==> src/rtl/aes_key_expand.sv <==
`timescale 1ns/1ps
// AES forward S-box: byte substitution as a 256-entry lookup.
// Latency: purely combinational, zero cycles.
// Backpressure: none; output follows input every cycle.
module aes_sbox (
    input  logic [7:0] val,
    output logic [7:0] sub
);

    localparam logic [7:0] SBOX [256] = '{
        8'h63, 8'h7c, 8'h77, 8'h7b, 8'hf2, 8'h6b, 8'h6f, 8'hc5, 8'h30, 8'h01, 8'h67, 8'h2b, 8'hfe, 8'hd7, 8'hab, 8'h76,
        8'hca, 8'h82, 8'hc9, 8'h7d, 8'hfa, 8'h59, 8'h47, 8'hf0, 8'had, 8'hd4, 8'ha2, 8'haf, 8'h9c, 8'ha4, 8'h72, 8'hc0,
        8'hb7, 8'hfd, 8'h93, 8'h26, 8'h36, 8'h3f, 8'hf7, 8'hcc, 8'h34, 8'ha5, 8'he5, 8'hf1, 8'h71, 8'hd8, 8'h31, 8'h15,
        8'h04, 8'hc7, 8'h23, 8'hc3, 8'h18, 8'h96, 8'h05, 8'h9a, 8'h07, 8'h12, 8'h80, 8'he2, 8'heb, 8'h27, 8'hb2, 8'h75,
        8'h09, 8'h83, 8'h2c, 8'h1a, 8'h1b, 8'h6e, 8'h5a, 8'ha0, 8'h52, 8'h3b, 8'hd6, 8'hb3, 8'h29, 8'he3, 8'h2f, 8'h84,
        8'h53, 8'hd1, 8'h00, 8'hed, 8'h20, 8'hfc, 8'hb1, 8'h5b, 8'h6a, 8'hcb, 8'hbe, 8'h39, 8'h4a, 8'h4c, 8'h58, 8'hcf,
        8'hd0, 8'hef, 8'haa, 8'hfb, 8'h43, 8'h4d, 8'h33, 8'h85, 8'h45, 8'hf9, 8'h02, 8'h7f, 8'h50, 8'h3c, 8'h9f, 8'ha8,
        8'h51, 8'ha3, 8'h40, 8'h8f, 8'h92, 8'h9d, 8'h38, 8'hf5, 8'hbc, 8'hb6, 8'hda, 8'h21, 8'h10, 8'hff, 8'hf3, 8'hd2,
        8'hcd, 8'h0c, 8'h13, 8'hec, 8'h5f, 8'h97, 8'h44, 8'h17, 8'hc4, 8'ha7, 8'h7e, 8'h3d, 8'h64, 8'h5d, 8'h19, 8'h73,
        8'h60, 8'h81, 8'h4f, 8'hdc, 8'h22, 8'h2a, 8'h90, 8'h88, 8'h46, 8'hee, 8'hb8, 8'h14, 8'hde, 8'h5e, 8'h0b, 8'hdb,
        8'he0, 8'h32, 8'h3a, 8'h0a, 8'h49, 8'h06, 8'h24, 8'h5c, 8'hc2, 8'hd3, 8'hac, 8'h62, 8'h91, 8'h95, 8'he4, 8'h79,
        8'he7, 8'hc8, 8'h37, 8'h6d, 8'h8d, 8'hd5, 8'h4e, 8'ha9, 8'h6c, 8'h56, 8'hf4, 8'hea, 8'h65, 8'h7a, 8'hae, 8'h08,
        8'hba, 8'h78, 8'h25, 8'h2e, 8'h1c, 8'ha6, 8'hb4, 8'hc6, 8'he8, 8'hdd, 8'h74, 8'h1f, 8'h4b, 8'hbd, 8'h8b, 8'h8a,
        8'h70, 8'h3e, 8'hb5, 8'h66, 8'h48, 8'h03, 8'hf6, 8'h0e, 8'h61, 8'h35, 8'h57, 8'hb9, 8'h86, 8'hc1, 8'h1d, 8'h9e,
        8'he1, 8'hf8, 8'h98, 8'h11, 8'h69, 8'hd9, 8'h8e, 8'h94, 8'h9b, 8'h1e, 8'h87, 8'he9, 8'hce, 8'h55, 8'h28, 8'hdf,
        8'h8c, 8'ha1, 8'h89, 8'h0d, 8'hbf, 8'he6, 8'h42, 8'h68, 8'h41, 8'h99, 8'h2d, 8'h0f, 8'hb0, 8'h54, 8'hbb, 8'h16
    };

    assign sub = SBOX[val];

endmodule

// Iterative AES-128 key schedule: one round key per clock into an 11-entry bank.
// Latency: done pulses 10 cycles after start is accepted; rd_key is combinational.
// Backpressure: start is taken only while ready=1; requests while busy are dropped.
module aes_key_expand #(
    parameter int NUM_ROUNDS = 10
) (
    input  logic         clk,
    input  logic         rst_n,
    input  logic         start,
    input  logic [127:0] key_in,
    output logic         ready,
    output logic         done,
    output logic         keys_valid,
    input  logic [3:0]   rd_idx,
    output logic [127:0] rd_key
);

    typedef enum logic {
        IDLE   = 1'b0,
        EXPAND = 1'b1
    } state_t;

    state_t         state_q;
    state_t         state_d;

    logic [127:0]   bank_q [0:NUM_ROUNDS];
    logic [127:0]   work_q;
    logic [3:0]     cnt_q;
    logic [7:0]     rcon_q;
    logic           done_q;
    logic           keys_valid_q;

    logic           accept;
    logic           step;
    logic           last;

    logic [31:0]    w0, w1, w2, w3;
    logic [31:0]    rot_w;
    logic [31:0]    sub_w;
    logic [31:0]    t_w;
    logic [31:0]    n0, n1, n2, n3;
    logic [127:0]   next_key;
    logic [7:0]     rcon_next;

    // State register; reset returns to IDLE from anywhere, abandoning a schedule.
    always_ff @(posedge clk or negedge rst_n) begin
        if (!rst_n) begin
            state_q <= IDLE;
        end else begin
            state_q <= state_d;
        end
    end

    // Next-state and per-cycle control strobes.
    always_comb begin
        state_d = state_q;
        accept  = 1'b0;
        step    = 1'b0;
        last    = 1'b0;
        case (state_q)
            IDLE: begin
                if (start) begin
                    accept  = 1'b1;
                    state_d = EXPAND;
                end
            end
            EXPAND: begin
                step = 1'b1;
                if (cnt_q == 4'(NUM_ROUNDS)) begin
                    last    = 1'b1;
                    state_d = IDLE;
                end
            end
            default: state_d = IDLE;
        endcase
    end

    assign ready      = (state_q == IDLE);
    assign done       = done_q;
    assign keys_valid = keys_valid_q;

    // One round of the schedule from the working key.
    assign w0    = work_q[127:96];
    assign w1    = work_q[95:64];
    assign w2    = work_q[63:32];
    assign w3    = work_q[31:0];
    assign rot_w = {w3[23:0], w3[31:24]};

    for (genvar b = 0; b < 4; b++) begin : g_sbox
        aes_sbox u_sbox (
            .val (rot_w[8*b +: 8]),
            .sub (sub_w[8*b +: 8])
        );
    end

    assign t_w       = sub_w ^ {rcon_q, 24'h0};
    assign n0        = w0 ^ t_w;
    assign n1        = w1 ^ n0;
    assign n2        = w2 ^ n1;
    assign n3        = w3 ^ n2;
    assign next_key  = {n0, n1, n2, n3};
    assign rcon_next = {rcon_q[6:0], 1'b0} ^ (rcon_q[7] ? 8'h1b : 8'h00);

    // Bank, working key, round counter, rcon and status flags.
    always_ff @(posedge clk or negedge rst_n) begin
        if (!rst_n) begin
            for (int i = 0; i <= NUM_ROUNDS; i++) begin
                bank_q[i] <= '0;
            end
            work_q       <= '0;
            cnt_q        <= '0;
            rcon_q       <= 8'h01;
            done_q       <= 1'b0;
            keys_valid_q <= 1'b0;
        end else begin
            done_q <= last;
            if (accept) begin
                bank_q[0]    <= key_in;
                work_q       <= key_in;
                cnt_q        <= 4'd1;
                rcon_q       <= 8'h01;
                keys_valid_q <= 1'b0;
            end else if (step) begin
                bank_q[cnt_q] <= next_key;
                work_q        <= next_key;
                cnt_q         <= cnt_q + 4'd1;
                rcon_q        <= rcon_next;
                if (last) begin
                    keys_valid_q <= 1'b1;
                end
            end
        end
    end

    // Read port: out-of-range indices return zero.
    always_comb begin
        rd_key = '0;
        if (rd_idx <= 4'(NUM_ROUNDS)) begin
            rd_key = bank_q[rd_idx];
        end
    end

endmodule

==> config.mk <==
export PLATFORM = sky130hd
export DESIGN_NAME = aes_key_expand
export DESIGN_NICKNAME = d
export VERILOG_FILES = /design/src/rtl/aes_key_expand.sv
export SDC_FILE = /design/constraint.sdc
export NUM_CORES = 2
export LEC_CHECK = 0
export CAP_MARGIN = 30
export CORE_MARGIN = 3
export CORE_UTILIZATION = 50
export CTS_CLUSTER_DIAMETER = 50
export DETAILED_ROUTE_END_ITERATION = 7
export PLACE_DENSITY = 0.74
export REMOVE_ABC_BUFFERS = 1
export SETUP_SLACK_MARGIN = 0.4
export SYNTH_ARGS = -nofsm -noshare
export SYNTH_HDL_FRONTEND = slang
export SYNTH_SLANG_ARGS = --single-unit
==> constraint.sdc <==
create_clock -name clk -period 4.3 [get_ports clk]
set_clock_uncertainty 0.05 [all_clocks]
set_input_delay 0.86 -clock clk [delete_from_list [all_inputs] [get_ports clk]]
set_output_delay 0.86 -clock clk [all_outputs]
set_load 0.01 [all_outputs]
# Word-level counts from Yosys, hierarchy flattened
# Memories as Yosys holds them, arrays and structs flattened.
# Index checks and enable logic that the tools add are counted.
# Widths: inputs -> output; s select.
# word_totals
reg_bits	1551
romBits	8192
input_bits	135
out_inout_bits	131
word_cells	84
mem_count	4
# mem_list
name	words	width	rd	rd_clocked_by_memory_dff	wr	line_no	rtl
(no name shown)	256	8	1	0	0	29	assign sub = SBOX[val];
(no name shown)	256	8	1	0	0	29	
(no name shown)	256	8	1	0	0	29	
(no name shown)	256	8	1	0	0	29	
# classes
n_addsub	1
n_lt_le_gt_ge	8
eq_ne	1
mux	34
n_bitwise	14
reduce_logical	5
# op_table
operator	n
$bwmux 1408	1
$mux 1408	1
$mux 128	7
$bmux 128 s4	1
$demux 128 s4	1
$xor 32x32->32	5
$mux 8	10
$ge 9x9->1 const B	4
$not 8->9	4
$ge 5x5->1 const B	2
$not 4->5	2
$mux 1	9
$mux 4	2
$xor 8x5->8	1
$lt 5x1->1 const B	1
$mux 5	1
$add 4x1->4 const B	1
$eq 4x4->1 const B	1
$le 4x4->1 const B	1
$reduce_and 2->1	2
$reduce_bool 2->1	2
$not 1->1	2
$pmux 1 s2	1
$logic_and 1x1->1	1

# Depth between registers and ports, before layout
# depth
depth_word	12
ltp_mapped	17
ltp_nobuf	11

# Modules after synthesis
# Synthesis repeated with hierarchy kept, for this count alone.
# hier_totals
cells_unflattened	9080
hier_area_um2	82957.1
# modules_own_cells
mod	instances	cells_each	area_per_inst_um2	seq_area_each_um2
aes_key_expand	1	6952	70089.7	38813.5
aes_sbox	4	532	3216.8	0.0

# Least setup slack after synthesis
# No wires, ideal clock.
# synth_path
path_kind	flip-flop to flip-flop
startpoint	register work_q[17]
endpoint	register bank_q[1050] (netlist name)
setup_ns	0.133
t_arrival_ns	4.284
t_required_ns	4.117
slack_ns	-0.166
stages_incl_launch_ff	16
n_path_buf	4
period_less_slack_ns	4.466
path_cell_list	dfrtp_1 > clkbuf_1 > buf_2 > clkinv_1 > ha_1 > buf_2 > and2_0 > o21ai_0 > nand2_1 > mux4_2 > mux4_2 > xnor2_4 > xor2_2 > xnor2_1 > clkbuf_1 > o21ai_1
# synth_between
elab_chain_cells	10
# synth_rtl
element	line_no	rtl
start, declared	59	logic [127:0] work_q;
start signal, assigned	151	work_q <= key_in;
start signal, assigned	157	work_q <= next_key;
$not 8->9 (not written as such)	29	
$mem_v2 256x8	n/a	
$mux 8 (not written as such) (2 in series)	29	
$xor 32x32->32	128	assign t_w = sub_w ^ {rcon_q, 24'h0};
$xor 32x32->32	129	assign n0 = w0 ^ t_w;
$xor 32x32->32	130	assign n1 = w1 ^ n0;
$xor 32x32->32	131	assign n2 = w2 ^ n1;
$xor 32x32->32	132	assign n3 = w3 ^ n2;
$bwmux 1408	156	bank_q[cnt_q] <= next_key;
end signal, assigned by index	156	
end, declared	58	logic [127:0] bank_q [0:NUM_ROUNDS];
# No other way between the ends. The select of a mux whose other input is x is not followed.
# A chain may end at the register's enable or synchronous reset.

# Worst setup path in the final report
# layout_path
startpoint	register work_q[17]
endpoint	register bank_q[922] (netlist name)
# The elaborated chain is that of the path after synthesis.

==> metrics.yaml <==
sta:
  setup_viol: 0
  worst_pin_slew_ns: 1.43
  max_freq_mhz: 256
  slew_viol_final: 0
  finalWorstSetupSlack_ns: 0.389
  min_period_over_period_pct: 91.0
  timing.max_slew.rel_slack_pct: 4.63
  hold_viol_final: 0
  rsz0062_at_grt: "true"
  hold_slack_final_ns: 0.419
  final.min_clock_period_ns: 3.91
synth:
  synth_area_leader_cell: "sky130_fd_sc_hd__dfrtp_1"
  post_synth_most_frequent_cells: "1550 x sky130_fd_sc_hd__dfrtp_1, 1514 x sky130_fd_sc_hd__nand2_1, 1434 x sky130_fd_sc_hd__o21ai_0"
  register_area_share_after_synthesis_pct: 45.3
  ys_warn_count: 0
  synth-edff-count: 0
  fraction_of_registers_with_async_set_reset_pct: 100
  ys.flop_type: "sky130_fd_sc_hd__dfrtp_1"
  yosys.cell_types.count: 101
  postSynthAreaPerCell_um2: 9.52
  most_frequent_cell_after_synthesis: "sky130_fd_sc_hd__dfrtp_1"
  yosysTopAreaCellShare_pct: 45.3
  synth.ff_latch_count: 1551
  postSynthCellCount: 8991
  syn-cell-area_mm2: 0.0856
  synth_area_leaders: "sky130_fd_sc_hd__dfrtp_1 45%, sky130_fd_sc_hd__mux4_2 8.7%, sky130_fd_sc_hd__o21ai_0 8.4%"
clock_network:
  worst_skew_pair.late_latency_ns: 0.88
  cts_made_buffers: 173
  cts-root-buf: "sky130_fd_sc_hd__clkbuf_16"
  htree_levels: 4
  cts-root-to-sink-buffers: 3
  clk_pin_slew_worst_paths_ns: 0.06
  clock_tree_from_tritoncts: "built"
  clkSinkCount: 1551
route:
  avgRoutedWirePerCell_um: 27.7
  antenna_left: 0
  drt-vias-per-instance: 6.58
  detail_route.drc_violations: 1
  drt-initial-drc-count: 8927
  route.final.wire_length_um: 321000
  drt_first_pass_iters: 8
  detailroute.via_count: 76178
placed_design:
  port-buffer-count: 265
  place_hpwl_um: 202000
  preCtsSetupSlack_ns: -0.191
  dp.cells: 11162
  final_replace_weighted_congestion: 1.03
layout:
  stdcell_count: 11572
  finish.utilization_pct: 59.9
  layout.nets: 9401
  area.growth.synth_to_final_pct: 18.9
  drive_above_1_share_pct: 17.7
grt:
  grt_antenna_before_repair: 10
  globalRouteOverflowTotal: 0
  gr-usage-all-layers_pct: 35.8
  first_pass_grt_wire_length_um: 480000
  grt_max_degree: 204
  grt_pass1_vias: 75482
die:
  dieWidth_um: 420
  start_util_pct: 50.4
  fp.coreArea_mm2: 0.170
  dieHeight_um: 420
  die_area_mm2: 0.176
  io-pin-count: 266
  row_count: 151
status:
  violations: "design-rule violations"
  outcome: "finished, violations left"
min_path:
  holdCritPathClass: "reg -> reg"
critical_path:
  cp_data_arrival_time_ns: 4.58
  worst_ep_required_time_ns: 4.97
  path_max_fanout: 15
  critical_path.startpoint_type: "flip-flop"
  setup.worst_path.class: "reg -> reg"
  worst_setup_path_end_kind: "flip-flop"
flow_run:
  maxCapViolCount: 0
## timing repair
item                                    in CTS  in global routing
buffers inserted                            19                 45
endpoints found under the hold margin       21                  0
gates cloned                                 7                 12
hold buffers                                 1                  0
pin swaps                                   13                 24
endpoints found under the setup margin     658                714
resized for setup                          123                201
## per-stage QoR
stage	setup TNS (ns)	cell area (um^2)
3_3_place_gp	-4.61	93400
6_report	0	102000
2_1_floorplan	-	81500
5_1_grt	0	102000
4_1_cts	0	100000
3_5_place_dp	-2.75	93400
## sequential cells by signal, indices dropped and copies added (netlist names)
signal / flops
keys_valid: 1
done: 1
cnt_q: 4
work_q: 128
bank_q: 1408
state_q: 1
rcon_q: 8
## final cells by class
| class | count | area, um^2 |
|---|---|---|
| well taps | 2218 | 2780 |
| flip-flops and latches | 1551 | 38900 |
| fillers | 14017 | 68100 |
| repair buffers | 1019 | 10100 |
| diodes | 9 | 22.5 |
| clock buffers | 248 | 4890 |
| multi-input cells | 6403 | 43800 |
| inverters | 58 | 234 |
| clock inverters | 66 | 1100 |
## kinds of logic (layout without fill, tap and decap cells)
kind of cell               after synthesis  count (layout)  synth area share (%)
and+or+nand+nor                       2522            2522                  13.0
muxes                                  681             681                  12.9
xor gates and xnor gates               193             193                  2.31
buffers and inverters                 1037            1391                  5.06
DFF                                   1551            1551                  45.3
adders and majority gates               60              60                 0.877
AOI/OAI and AO/OA                     2947            2947                  20.5
other                                    0               9                     0
## per-layer routing
layer  routed length, um  vias to the layer above  GRT usage [%]  share of wire [%]
met4               17800                        6           18.1                5.5
met5                  47                        -              0              0.015
li1                    -                    32845              -                  -
met2              149000                     4156           56.3                 46
met1              126000                    38206           47.7                 39
met3               28200                      965           6.74                8.8
## worst max-delay path, cell delays in order (launching register included)
cell and delay (ns):
sky130_fd_sc_hd__dfrtp_1 0.39, sky130_fd_sc_hd__buf_4 0.15, sky130_fd_sc_hd__buf_12 0.14, sky130_fd_sc_hd__ha_1 0.18, sky130_fd_sc_hd__buf_4 0.14, sky130_fd_sc_hd__buf_8 0.14, sky130_fd_sc_hd__and2_1 0.17, sky130_fd_sc_hd__o31a_1 0.32
sky130_fd_sc_hd__mux4_2 0.48, sky130_fd_sc_hd__mux4_2 0.64, sky130_fd_sc_hd__xnor2_4 0.25, sky130_fd_sc_hd__xor2_2 0.25, sky130_fd_sc_hd__xnor2_2 0.18, sky130_fd_sc_hd__buf_4 0.19, sky130_fd_sc_hd__o21ai_0 0.09
## placed cells by master (no fill, tap or decap), drive strengths merged, types with 172 or more instances in the layout
cell	count
o21ai	1532
buf	751
mux4	332
dfrtp	1550
clkdlybuf4s50	237
nand2	1515
clkbuf	253
mux2i	335
nor2b	172
a21oi	444
nor2	304
## final timing paths
path,startpoint,end,slack (ns),depth (start not counted)
worst max-delay path,work_q[17]$_DFFE_PN0P_,bank_q[922]$_DFFE_PN0P_,0.39,14
worst min-delay path,bank_q[778]$_DFFE_PN0P_,bank_q[778]$_DFFE_PN0P_,0.42,2
worst max register to register,work_q[17]$_DFFE_PN0P_,bank_q[922]$_DFFE_PN0P_,0.39,14
worst min register to register,bank_q[778]$_DFFE_PN0P_,bank_q[778]$_DFFE_PN0P_,0.42,2
max in group asynchronous,rst_n,bank_q[175]$_DFFE_PN0P_,2.27,3
min in group asynchronous,rst_n,bank_q[301]$_DFFE_PN0P_,0.63,2
Power is left out: the tool's default activity adds up to more than one toggle a clock period on the data nets, which glitch-free logic cannot reach.
